[src/rtl/rmii_pkg.sv]
// Shared constants and state encoding for the RMII receive path.
package rmii_pkg;

  typedef enum logic [1:0] {
    StIdle,
    StPre,
    StBody,
    StDrop
  } rx_state_e;

  localparam logic [1:0] DIB_PRE = 2'b01;
  localparam logic [1:0] DIB_SFD = 2'b11;

  localparam int unsigned DIV10_DEFAULT = 10;

endpackage

[src/rtl/rmii_rx_strobe.sv]
// Dibit sample strobe: every clk at 100 Mb/s, once per DIV10 clk at 10 Mb/s.
module rmii_rx_strobe
  import rmii_pkg::*;
#(
  parameter int unsigned DIV10     = DIV10_DEFAULT,
  parameter int unsigned SAMPLE_PH = 4
) (
  input  logic clk,
  input  logic rst,
  input  logic fast_eth,
  input  logic crs_rise,
  output logic stb
);

  localparam int unsigned DivW = (DIV10 > 1) ? $clog2(DIV10) : 1;

  logic [DivW-1:0] div_q;
  logic [DivW-1:0] div_eff;

  // A carrier rise in idle restarts the divider so the first dibit is sampled mid-cell.
  always_comb begin
    div_eff = crs_rise ? '0 : div_q;
    stb     = fast_eth || (div_eff == DivW'(SAMPLE_PH));
  end

  always_ff @(posedge clk) begin
    if (rst) begin
      div_q <= '0;
    end else if (div_eff == DivW'(DIV10 - 1)) begin
      div_q <= '0;
    end else begin
      div_q <= div_eff + 1'b1;
    end
  end

endmodule

[src/rtl/rmii_rx_deser.sv]
// RMII receive deserializer: strips preamble/SFD and emits frame bytes with rdy pulses.
module rmii_rx_deser
  import rmii_pkg::*;
#(
  parameter int unsigned PRE_MAX   = 40,
  parameter int unsigned DIV10     = DIV10_DEFAULT,
  parameter int unsigned SAMPLE_PH = 4
) (
  input  logic       clk,
  input  logic       rst,
  input  logic       fast_eth,
  input  logic [1:0] rm_rx_data,
  input  logic       rm_crs_dv,
  output logic [7:0] data,
  output logic       rdy,
  output logic       busy,
  output logic       align_err
);

  localparam int unsigned PcntW = $clog2(PRE_MAX + 1);

  logic [1:0]       rxd_q;
  logic             crs_q;
  logic             crs_prev_q;
  rx_state_e        state_q;
  logic [PcntW-1:0] pcnt_q;
  logic [1:0]       dcnt_q;
  logic [1:0]       dcnt_save_q;
  logic [7:0]       sr_q;
  logic             low_q;
  logic             stb;
  logic             crs_rise;

  assign crs_rise = crs_q && !crs_prev_q && (state_q == StIdle);

  rmii_rx_strobe #(
    .DIV10    (DIV10),
    .SAMPLE_PH(SAMPLE_PH)
  ) u_strobe (
    .clk     (clk),
    .rst     (rst),
    .fast_eth(fast_eth),
    .crs_rise(crs_rise),
    .stb     (stb)
  );

  always_ff @(posedge clk) begin
    if (rst) begin
      rxd_q       <= '0;
      crs_q       <= 1'b0;
      crs_prev_q  <= 1'b0;
      state_q     <= StIdle;
      pcnt_q      <= '0;
      dcnt_q      <= '0;
      dcnt_save_q <= '0;
      sr_q        <= '0;
      low_q       <= 1'b0;
      data        <= '0;
      rdy         <= 1'b0;
      busy        <= 1'b0;
      align_err   <= 1'b0;
    end else begin
      rxd_q      <= rm_rx_data;
      crs_q      <= rm_crs_dv;
      crs_prev_q <= crs_q;
      rdy        <= 1'b0;
      align_err  <= 1'b0;
      if (stb) begin
        unique case (state_q)
          StIdle: begin
            if (crs_q) begin
              low_q <= 1'b0;
              if (rxd_q == DIB_PRE) begin
                state_q <= StPre;
                pcnt_q  <= PcntW'(1);
              end else begin
                state_q <= StDrop;
              end
            end
          end
          StPre: begin
            if (!crs_q) begin
              state_q <= StIdle;
            end else if (rxd_q == DIB_SFD && pcnt_q != '0) begin
              state_q <= StBody;
              busy    <= 1'b1;
              dcnt_q  <= '0;
              low_q   <= 1'b0;
            end else if (rxd_q == DIB_PRE && pcnt_q != PcntW'(PRE_MAX)) begin
              pcnt_q <= pcnt_q + 1'b1;
            end else begin
              state_q <= StDrop;
              low_q   <= 1'b0;
            end
          end
          StBody: begin
            if (!crs_q && low_q) begin
              // Second low sample ends the frame; the first low dibit is un-counted.
              state_q   <= StIdle;
              busy      <= 1'b0;
              low_q     <= 1'b0;
              align_err <= (dcnt_save_q != 2'd0);
            end else begin
              low_q <= !crs_q;
              if (!crs_q) begin
                dcnt_save_q <= dcnt_q;
              end
              sr_q <= {rxd_q, sr_q[7:2]};
              if (dcnt_q == 2'd3) begin
                data   <= {rxd_q, sr_q[7:2]};
                rdy    <= 1'b1;
                dcnt_q <= '0;
              end else begin
                dcnt_q <= dcnt_q + 1'b1;
              end
            end
          end
          StDrop: begin
            if (!crs_q) begin
              if (low_q) begin
                state_q <= StIdle;
                low_q   <= 1'b0;
              end else begin
                low_q <= 1'b1;
              end
            end else begin
              low_q <= 1'b0;
            end
          end
          default: state_q <= StIdle;
        endcase
      end
    end
  end

endmodule

[config.mk]
export PLATFORM = sky130hd
export DESIGN_NAME = rmii_rx_deser
export DESIGN_NICKNAME = d
export VERILOG_FILES = /design/src/rtl/rmii_pkg.sv /design/src/rtl/rmii_rx_strobe.sv /design/src/rtl/rmii_rx_deser.sv
export SDC_FILE = /design/constraint.sdc
export NUM_CORES = 1
export LEC_CHECK = 0
export CORE_UTILIZATION = 50
export CTS_CLUSTER_DIAMETER = 60
export CTS_CLUSTER_SIZE = 25
export DETAILED_ROUTE_END_ITERATION = 7
export GPL_TIMING_DRIVEN = 0
export PLACE_DENSITY = 0.69
export SYNTH_ARGS = -nofsm -noshare
export SYNTH_HDL_FRONTEND = slang
export SYNTH_SLANG_ARGS = --single-unit
[constraint.sdc]
create_clock -name clk -period 5.26 [get_ports clk]
set_input_delay 1.315 -clock clk [delete_from_list [all_inputs] [get_ports clk]]
set_output_delay 1.315 -clock clk [all_outputs]
set_load 0.03 [all_outputs]
After elaboration in Yosys (flattened, before gate mapping)
Cells that the tools add are included.
- add/sub/neg operators: 3
- equality and inequality tests: 21
- muxes and demuxes: 34
- bitwise gates (word level): 4
- reduce and logical (&&, ||, !) cells: 24
- operator list (kind ; count):
    $mux W6 ; 5
    $mux W2 ; 12
    $ne A2 B2 Y1 const B ; 9
    $pmux W6 S2 ; 1
    $reduce_and A4 Y1 ; 3
    $mux W1 ; 11
    $reduce_and A5 Y1 ; 2
    $eq A2 B2 Y1 const B ; 4
    $pmux W2 S4 ; 1
    $reduce_or A4 Y1 ; 2
    $reduce_and A7 Y1 ; 1
    $add A6 B1 Y6 const B ; 1
    $ne A6 B6 Y1 const B ; 1
    $reduce_and A6 Y1 ; 1
    $reduce_bool A2 Y1 ; 3
    $reduce_bool A6 Y1 ; 1
    $logic_and A1 B1 Y1 ; 5
    $add A4 B1 Y4 const B ; 1
    $eq A2 B1 Y1 const B ; 2
    $eq A4 B3 Y1 const B ; 1
    $eq A4 B4 Y1 const B ; 1
    $mux W4 ; 1
    $ne A4 B4 Y1 const B ; 1
    $not A1 Y1 ; 4
    other kinds (11) ; 12
- bits in registers: 40
- bits of input ports: 6
- output and inout bits: 11
- logic and storage cells: 100

Logic depth before layout (Yosys ltp)
Gate-level depths: netlist (run 1).
- depth after elaboration: 8
- depth in mapped cells: 12
- mapped depth without buffers: 8

By module
A second synthesis (run 1) with hierarchy kept.
- cell total of the unflattened synthesis: 188
- area total of the unflattened synthesis: 1778.0 um2
- by module, submodules not included (module ; times used ; cells an instance ; area an instance (um2) ; sequential area each (um2)):
    rmii_rx_deser ; 1 ; 168 ; 1586.5 ; 680.7
    rmii_rx_strobe ; 1 ; 20 ; 191.4 ; 80.1

Worst setup path before layout (run 1)
Ideal clock, no wire load.
- kind: register -> register
- start point: register state_q[0]
- end point: register pcnt_q[3]
- library setup time: 71 ps
- arrival time: 2516 ps
- data required time: 5189 ps
- setup slack: 2673 ps
- cell stages (with the launch flop): 12
- buffers on the path: 3
- period minus slack after synthesis: 2587 ps
- path through: dfxtp_1 buf_6 or4b_4 buf_6 and2_2 inv_1 ha_1 and3b_1 clkbuf_1 a21oi_4 or4_1 a21oi_1
- longest elaborated chain between the ends: 6
- elaborated cells between the ends (all ways): 14
- those cells by class: eq/ne: 7; mux: 2; reduce/logical: 5
- RTL lines (element ; line ; RTL):
    start, declared ; rmii_rx_deser.sv:25 ; rx_state_e state_q;
    start signal, assigned ; rmii_rx_deser.sv:52 ; state_q <= StIdle;
    start signal, assigned ; rmii_rx_deser.sv:74 ; state_q <= StPre;
    start signal, assigned ; rmii_rx_deser.sv:77 ; state_q <= StDrop;
    $logic_not A2 Y1 ; rmii_rx_deser.sv:34, rmii_rx_deser.sv:69 ;
    $logic_and A1 B1 Y1 ; rmii_rx_deser.sv:34 ; assign crs_rise = crs_q && !crs_prev_q && (state_q == StIdle);
    $mux W4 ; rmii_rx_strobe.sv:22 ; div_eff = crs_rise ? '0 : div_q;
    $eq A4 B3 Y1 ; rmii_rx_strobe.sv:23 ; stb = fast_eth || (div_eff == DivW'(SAMPLE_PH));
    $logic_or A1 B1 Y1 ; rmii_rx_strobe.sv:23 ;
    $reduce_and A7 Y1 (no line) ; n/a ;
    end signal, assigned ; rmii_rx_deser.sv:75 ; pcnt_q <= PcntW'(1);
    end signal, assigned ; rmii_rx_deser.sv:90 ; pcnt_q <= pcnt_q + 1'b1;
    end, declared ; rmii_rx_deser.sv:26 ; logic [PcntW-1:0] pcnt_q;
Several ways; a longest one is shown, not always the timed one.
A chain may end at the register's enable or synchronous reset.

Worst setup path after layout (run 1)
Ends and elaborated chain as after synthesis.

==> results.ini, run 1 <==
[setup_path]
r2r_slack_ps = 2470
rr_endpoint = pcnt_q[3]$_SDFFE_PP0P_
arrival_ps = 3070
path_class = reg -> reg
ff2ff_path_depth = 11
crit_required_ps = 5540
start_kind = register
timing.rr.start = state_q[0]$_SDFFE_PP0P_
endpoint_kind = register
crit_path_max_fanout = 9

[pwr]
power.density_nw_per_um2 = 235
p_leak_nw = 0.855
vdd_drop_max_v = 0.000163

[cells_and_area]
design_area_um2 = 2080
fill_cells = 319
register_area_um2 = 761
drive_gt1_share_pct = 11.7
final_core_util_pct = 61.0
fin_cells = 260
syn2layout_area_growth_pct = 15.1
multiInputGateArea_um2 = 960
num_antenna_cells = 0
layout.nets = 225

[sta]
fin_tns_setup_ps = 0
maxSlewHeadroom_pct = 63.8
fmax_mhz = 359
maxSlewViolCount = 0
rsz0062_at_grt = false
finalSetupViolations = 0
skew_ps = 9.02
period_share_pct = 53.0
hold_violations = 0
final.min_clock_period_ps = 2790
worst_slew_pin_slew_ps = 542

[routing]
dr_total_vias = 1408
viasPerCell = 5.42
ant_nets = 0
wl_per_cell_um = 13.7
totalWireLength_um = 3570
dr.pass1.iters = 4
drc = 0
drt-initial-drc-count = 70

[floorplan]
core_um2 = 3420
die_area_um2 = 3870
die_w_um = 62.2
die_height_um = 62.2
rows = 21
ios = 17
start_util_pct = 53.0

[flow_run]
cap_violations = 0

[clock_tree]
clk_path_buf_depth = 2
cts_tree = done
cts_resized = 0
clkTransAtPathRegs_ps = 110
htree_levels = 2
cts_setup_buffers = 0
insertion_delay_ps = 340
cts_made_buffers = 5
clock-sinks = 38
clock-root-buffer = clkbuf_4
holdBufCountCts = 0

[placed_design]
gp_congestion = 0.864
place_area_um2 = 2030
dpl.cell_count = 252
hpwl_um = 2660
port-buffer-count = 16

[status]
status = complete, no violations

[logic_synthesis]
ys_ff_latch = 38
synth_cell_types = 48
ys_seq_area_share_pct = 42.0
synth_area_leader_cell = dfxtp_1
yosysWarningCount = 0
ys.flop_type = dfxtp_1
synth.most_common_cell = dfxtp_1
synth_edf_count = 0
synthArstFlopShare_pct = 0
synth_area_leaders = dfxtp_1 (42%), mux2i_1 (9.9%), nor2_1 (4.6%)
syn_area_um2 = 1810
synthesis.nets = 202
syn_avg_cell_area_um2 = 9.54
synth_top_area_share_pct = 42.0
netlist_instances = 190
synthTopCellsByCount = dfxtp_1 (38), nor2_1 (22), mux2i_1 (18)

[global_routing]
grt_pass1_vias = 1359
grt.overflow.total = 0
grt_pass1_wl_um = 6150
antenna_found_initial = 0
grt_usage_pct = 20.5
grt_max_degree = 13

[worst_hold_path]
hp-class = reg -> reg
worstHoldStart = dcnt_save_q[0]$_SDFFE_PP0P_
min_delay_path_depth = 2
min_to = align_err$_SDFF_PP0_

-- cell type report --
cell class	count	area share, %
multi-input combinational	134	46.0
clock inverter	2	0.660
timing repair buffer	16	7.68
sequential	38	36.5
clock buffer	6	1.98
inverter	7	1.26
tap	46	2.76
buffer	11	3.12
-- per-stage QoR --
step	power (W)	setup WS (ps)	hold slack, ps
5_1_grt	0.000514	2310	542
4_1_cts	0.000498	2450	511
3_5_place_dp	0.000351	2250	484
2_1_floorplan	0.000336	2670	451
6_report	0.000489	2470	504
3_3_place_gp	0.000349	2260	468
-- critical path, cell delays in order, from the launching register on --
cell and delay, ps:
dfxtp_1 330, buf_6 130, or4b_4 510, buf_6 150, and2_2 210, inv_1 60, ha_1 140, and3b_1 150
clkbuf_1 290, a21oi_4 100, or4_1 500, a21oi_1 140
-- logic make-up (layout without fill, tap and decap cells) --
family / after synthesis / count (layout) / share of synthesized area (%)
AOI/OAI and AO/OA: 34 / 34 / 16.5
adders and majority gates: 6 / 6 / 4.14
buffers and inverters: 18 / 42 / 5.04
DFF: 38 / 38 / 42.0
muxes: 18 / 18 / 9.94
and+or+nand+nor: 76 / 76 / 22.4
-- worst max path at each step --
stage,cells past startpoint,start,slack (ps),endpoint
floorplan,11,state_q[0]$_SDFFE_PP0P_,2670,pcnt_q[3]$_SDFFE_PP0P_
global placement,4,rst,2260,sr_q[6]$_SDFFE_PP0P_
detailed placement,4,rst,2250,dcnt_save_q[0]$_SDFFE_PP0P_
CTS,12,state_q[0]$_SDFFE_PP0P_,2450,dcnt_q[1]$_SDFFE_PP0P_
global route,11,state_q[1]$_SDFFE_PP0P_,2310,dcnt_q[1]$_SDFFE_PP0P_
finish,11,state_q[0]$_SDFFE_PP0P_,2470,pcnt_q[3]$_SDFFE_PP0P_
-- registers in the layout, summed over array words and instances, names as in the netlist --
| signal | cells |
|---|---|
| dcnt_save_q | 2 |
| state_q | 2 |
| align_err | 1 |
| u_strobe.div_q | 4 |
| busy | 1 |
| crs_q | 1 |
| sr_q | 6 |
| crs_prev_q | 1 |
| dcnt_q | 2 |
| rdy | 1 |
| pcnt_q | 6 |
| low_q | 1 |
| data | 8 |
| rxd_q | 2 |
-- cell usage in the layout, fill, tap and decap left out, types with 2 or more instances in the layout --
| cell type | instances |
|---|---|
| nor4_1 | 2 |
| nor2b_1 | 8 |
| o211ai_1 | 2 |
| mux2i_1 | 18 |
| nand2b_1 | 3 |
| o21a_1 | 2 |
| clkbuf_1 | 7 |
| a32o_1 | 2 |
| nand3_1 | 7 |
| a211oi_2 | 2 |
| ha_1 | 6 |
| clkdlybuf4s50_1 | 16 |
| nand2_1 | 13 |
| a21oi_1 | 4 |
| clkbuf_4 | 5 |
| o221a_1 | 4 |
| nor3_1 | 3 |
| nand3b_1 | 2 |
| o21ai_0 | 5 |
| buf_6 | 3 |
| inv_1 | 7 |
| o2111ai_1 | 4 |
| nor2_1 | 22 |
| dfxtp_1 | 38 |
| nand4_1 | 2 |
-- power breakdown --
| part | leakage [nW] | switching, W | internal [W] |
|---|---|---|---|
| Clock | 0.0322 | 0.0000924 | 0.0000525 |
| Combinational | 0.514 | 0.0000256 | 0.0000205 |
| Sequential | 0.308 | 0.00000539 | 0.000293 |
-- metal layers --
metal	GRT usage [%]	up-vias	routed length, um
li1	-	728	-
met1	24.4	656	1600
met2	35.9	18	1800
met3	4.41	6	105
met4	7.85	0	60
met5	0	-	0
Note: power is estimated with default switching activity, not from simulation.
==> inputs of run 2 (changes only) <==
- clock period: 5.26 -> 2.6 ns (I/O delays scaled with it)
==> run 2 against run 1 <==
Clock-buffer cell count unchanged. Global-route usage is essentially flat. Sequential power grew 100%. Register-to-register slack lost 2400 ps. Fmax grew 12%. Worst hold slack better by 4.7 ps. Clock power up 100%. Critical path type unchanged.
==> results.ini, run 2 (synthesis gave the netlist of run 1 again) <==
[placed_design]
dpl.cell_count = 252  ; unchanged
port-buffer-count = 16  ; unchanged
gp_congestion = 0.864  ; unchanged
hpwl_um = 2660  ; unchanged

[setup_path]
start_kind = register
path_buf_inv = 2  ; -2
critPathMaxStageDelay_ps = 530  ; +20 ps
crit_slowest_cell = or4b_4
crit_required_ps = 2880  ; -2660 ps
path_cells = buf_6 -> or4b_4 -> and2_2 -> inv_1 -> ha_1 -> and3b_2 -> a21oi_4 -> or4_1 -> a21oi_1
crit_path_max_fanout = 9  ; unchanged
arrival_ps = 2770  ; -300 ps
path_delay_family = simple AND/OR/NAND/NOR gates
path_class = reg -> reg
endpoint_kind = register

[worst_hold_path]
hp-class = reg -> reg

[cells_and_area]
num_antenna_cells = 0  ; unchanged
fin_cells = 261  ; +0.38%
largest_reg_flops = 8  ; unchanged
fill_cells = 314  ; -1.6%
reg_top3 = data: 8 flops, pcnt_q: 6 flops, sr_q: 6 flops
layout_common_cells = dfxtp_1 (35), nor2_1 (22), mux2i_1 (18)
layout.nets = 226  ; +0.44%
final_common_cell = dfxtp_1
drive_gt1_share_pct = 14.9  ; +3.2 points
syn2layout_area_growth_pct = 17.0
top_register = data

[sta]
fin_tns_setup_ps = 0  ; unchanged
period_share_pct = 95.5  ; +43 points
fmax_mhz = 403  ; +12%
hold_violations = 0  ; unchanged
skew_ps = 9.71  ; +0.699 ps
rsz0062_at_grt = false
final.min_clock_period_ps = 2480  ; -304 ps
worst_slew_pin_slew_ps = 572  ; +29.3 ps
finalSetupViolations = 0  ; unchanged
maxSlewHeadroom_pct = 61.8  ; -2.0 points
maxSlewViolCount = 0  ; unchanged

[global_routing]
antenna_found_initial = 0  ; unchanged
grt_pass1_wl_um = 6150  ; +0.11%
grt_usage_pct = 20.5  ; about the same
grt_pass1_vias = 1349  ; -0.74%
grt.overflow.total = 0  ; unchanged
grt_max_degree = 13  ; unchanged

[clock_tree]
holdBufCountCts = 0  ; unchanged
clkTransAtPathRegs_ps = 110  ; about the same
clk_path_buf_depth = 2  ; unchanged
clock-root-buffer = clkbuf_4
cts_tree = done
cts_made_buffers = 5  ; unchanged
htree_levels = 2  ; unchanged
insertion_delay_ps = 340  ; about the same
clock-sinks = 38  ; unchanged

[routing]
wl_per_cell_um = 14.0  ; +2.0%
dr_total_vias = 1431  ; +1.6%
ant_nets = 0  ; unchanged
drc = 0  ; unchanged
totalWireLength_um = 3660  ; +2.4%
viasPerCell = 5.48  ; +1.2%
drt-initial-drc-count = 59  ; -16%
dr.pass1.iters = 4  ; unchanged

[floorplan]
start_util_pct = 53.0  ; unchanged
die_area_um2 = 3870  ; unchanged
core_um2 = 3420  ; unchanged
ios = 17  ; unchanged
rows = 21  ; unchanged
die_height_um = 62.2  ; unchanged
die_w_um = 62.2  ; unchanged

[pwr]
power.density_nw_per_um2 = 470  ; +100%
p_leak_nw = 0.871  ; +2.0%
vdd_drop_max_v = 0.000334  ; +110%

[flow_run]
cap_violations = 0  ; unchanged

[status]
status = complete, no violations

run 2: changes by cell type in the layout (fill, tap and decap cells not counted), sizes merged:
| cell | delta |
|---|---|
| buf | +2 |
| clkbuf | -1 |
run 2: area by class of cell:
cell class                      instances  area [um^2]  area share [%]
Multi-Input combinational cell        134          983            46.4
Sequential cell                        38          764            36.1
Tap cell                               46         57.6            2.72
Inverter                                7         26.3            1.24
Timing Repair Buffer                   19          183            8.62
Clock inverter                          2         13.8           0.649
Buffer                                  9         50.0            2.36
Clock buffer                            6         41.3            1.95
run 2: timing repair:
item	4_1_cts	5_1_grt
pin swaps	0	2
hold endpoints to repair	0	0
gates resized for setup	2	5
buffers inserted	1	2
endpoints found under the setup margin	26	21
run 2: path summary, 6_finish.rpt:
kind / cells past startpoint / end / slack [ps] / from
worst max-delay path: 9 / pcnt_q[3]$_SDFFE_PP0P_ / 120 / state_q[0]$_SDFFE_PP0P_
worst min-delay path: 2 / dcnt_q[1]$_SDFFE_PP0P_ / 510 / dcnt_q[1]$_SDFFE_PP0P_
worst min register to register: 2 / dcnt_q[1]$_SDFFE_PP0P_ / 510 / dcnt_q[1]$_SDFFE_PP0P_
worst max register to register: 9 / pcnt_q[3]$_SDFFE_PP0P_ / 120 / state_q[0]$_SDFFE_PP0P_
run 2: power by group:
group	total [W]	switching, W	internal, W	leakage (nW)
registers	0.000604	0.0000111	0.000593	0.309
logic	0.0000974	0.0000542	0.0000431	0.530
clock network	0.000296	0.000190	0.000106	0.0322
run 2: metal layers:
layer	track usage, %	vias up	wire length, um
met1	24.4	674	1630
met3	4.41	6	111
met2	35.9	25	1850
met4	7.85	0	60
met5	0	-	0
li1	-	726	-
run 2: worst min-delay path: stages, from the launching register on:
cell     delay, ps
dfxtp_1        350
nand2_1         60
mux2i_1         60
run 2: metrics by stage:
| stage | hold slack (ps) | total power [W] | worst slack (ps) | utilization (%) | area [um^2] |
|---|---|---|---|---|---|
| after floorplan | 451 | 0.000680 | 13.3 | - | 1810 |
| after global placement | 468 | 0.000706 | -128 | 59.4 | 2030 |
| after detailed placement | 484 | 0.000710 | -172 | 59.4 | 2030 |
| after CTS | 511 | 0.00101 | 12.2 | 61.4 | 2100 |
| after global routing | 542 | 0.00104 | 8.77 | 62.1 | 2120 |
| final | 508 | 0.000997 | 117 | 62.1 | 2120 |
==> inputs of run 3 (changes only) <==
- SKIP_CTS_REPAIR_TIMING: not set -> 1
==> run 3 against run 2 <==
Setup slack worse by 2.4 ps. Non-clock buffer count unchanged. Cell area unchanged. Die area unchanged. Routed wire length up 0.44%. Clock power about the same. Clock-buffer cell count unchanged. Critical path depth unchanged.
==> results.ini, run 3 (synthesis gave the netlist of run 1 again) <==
[sta]
fmax_mhz = 402  ; about the same
final.min_clock_period_ps = 2490  ; +2.39 ps
finalSetupViolations = 0  ; unchanged
worst_slew_pin_slew_ps = 572  ; -0.173 ps
maxSlewHeadroom_pct = 61.8  ; about the same
hold_violations = 0  ; unchanged
rsz0062_at_grt = false
maxSlewViolCount = 0  ; unchanged
skew_ps = 9.92  ; +0.204 ps
period_share_pct = 95.6  ; about the same

[placed_design]
port-buffer-count = 16  ; unchanged
gp_congestion = 0.864  ; unchanged
hpwl_um = 2660  ; unchanged

[cells_and_area]
largest_reg_flops = 8  ; unchanged
fill_cells = 312  ; -0.64%
layout_common_cells = dfxtp_1 (35), nor2_1 (22), mux2i_1 (18)
final_core_util_pct = 62.1  ; unchanged
num_antenna_cells = 0  ; unchanged
syn2layout_area_growth_pct = 17.0  ; unchanged
reg_top3 = data: 8 flops, pcnt_q: 6 flops, sr_q: 6 flops
top_register = data
final_common_cell = dfxtp_1
drive_gt1_share_pct = 14.9  ; unchanged
layout.nets = 226  ; unchanged

[status]
status = complete, no violations

[global_routing]
grt.overflow.total = 0  ; unchanged
antenna_found_initial = 0  ; unchanged
grt_pass1_vias = 1359  ; +0.74%
grt_pass1_wl_um = 6150  ; -0.11%
grt_max_degree = 13  ; unchanged
grt_usage_pct = 20.5  ; about the same

[routing]
drc = 0  ; unchanged
wl_per_cell_um = 14.1  ; +0.44%
viasPerCell = 5.49  ; about the same
drt-initial-drc-count = 60  ; +1.7%
dr.pass1.iters = 4  ; unchanged
ant_nets = 0  ; unchanged
totalWireLength_um = 3670  ; +0.44%
dr_total_vias = 1432  ; +0.070%

[floorplan]
start_util_pct = 53.0  ; unchanged
ios = 17  ; unchanged
die_height_um = 62.2  ; unchanged
die_w_um = 62.2  ; unchanged
die_area_um2 = 3870  ; unchanged
core_um2 = 3420  ; unchanged
rows = 21  ; unchanged

[setup_path]
arrival_ps = 2770  ; about the same
crit_path_max_fanout = 9  ; unchanged
path_class = reg -> reg
start_kind = register
endpoint_kind = register
crit_required_ps = 2880  ; about the same

[pwr]
vdd_drop_max_v = 0.000331  ; -0.98%
power.density_nw_per_um2 = 470  ; -0.15%
p_total_w = 0.000996  ; -0.15%
p_leak_nw = 0.871  ; unchanged

[clock_tree]
clkTransAtPathRegs_ps = 110  ; about the same
clk_path_buf_depth = 2  ; unchanged
clock-sinks = 38  ; unchanged
cts_made_buffers = 5  ; unchanged
clock-root-buffer = clkbuf_4
cts_tree = done
insertion_delay_ps = 340  ; about the same
htree_levels = 2  ; unchanged

[flow_run]
cap_violations = 0  ; unchanged

[worst_hold_path]
hp-class = reg -> reg

==> run 3: cell counts in the layout (fill, tap and decap cells not counted) <==
No cell type changed its count.
==> run 3: worst max-delay path, cell delays in order, from the launching register on <==
cell	delay [ps]
dfxtp_2	340
buf_6	130
or4b_4	530
and2_2	240
inv_1	60
ha_1	140
and3b_2	270
a21oi_4	80
or4_1	500
a21oi_1	140
==> run 3: power by group <==
group	switching, W	total (W)	internal [W]
sequential	0.0000111	0.000604	0.000592
clock	0.000189	0.000295	0.000106
combinational	0.0000541	0.0000972	0.0000431
total	0.000254	0.000996	0.000742
==> run 3: per-layer routing <==
metal | up-vias | global-route usage (%) | wire, um | part of all wire [%]
met4 | 0 | 7.85 | 60 | 1.6
met5 | - | 0 | 0 | 0
met1 | 676 | 24.4 | 1640 | 45
met2 | 23 | 35.9 | 1860 | 51
met3 | 6 | 4.41 | 115 | 3.1
li1 | 727 | - | - | -
==> run 3: worst paths after layout <==
check,depth (start not counted),slack [ps],startpoint,to
worst max-delay path,9,110,state_q[0]$_SDFFE_PP0P_,pcnt_q[3]$_SDFFE_PP0P_
worst min register to register,2,510,dcnt_save_q[0]$_SDFFE_PP0P_,align_err$_SDFF_PP0_
worst min-delay path,2,510,dcnt_save_q[0]$_SDFFE_PP0P_,align_err$_SDFF_PP0_
worst max register to register,9,110,state_q[0]$_SDFFE_PP0P_,pcnt_q[3]$_SDFFE_PP0P_
==> run 3: area by class of cell <==
class                   count  area [um^2]  share of cell area (%)
multi-input cells         134          983                    46.4
flip-flops and latches     38          764                    36.1
repair buffers             19          183                    8.62
well taps                  46         57.6                    2.72
plain buffers               9         50.0                    2.36
clock buffers               6         41.3                    1.95
inverters                   7         26.3                    1.24
clock inverters             2         13.8                   0.649
==> run 3: per-stage QoR <==
stage / hold slack [ps] / std cells / TNS, ps / worst slack (ps) / cell area [um^2]
2_1_floorplan: 451 / 190 / 0 / 13.3 / 1810
3_3_place_gp: 468 / 252 / -769 / -128 / 2030
3_5_place_dp: 484 / 252 / -1870 / -172 / 2030
4_1_cts: 511 / 260 / -2630 / -207 / 2080
5_1_grt: 543 / 261 / 0 / 9.73 / 2120
6_report: 506 / 261 / 0 / 115 / 2120
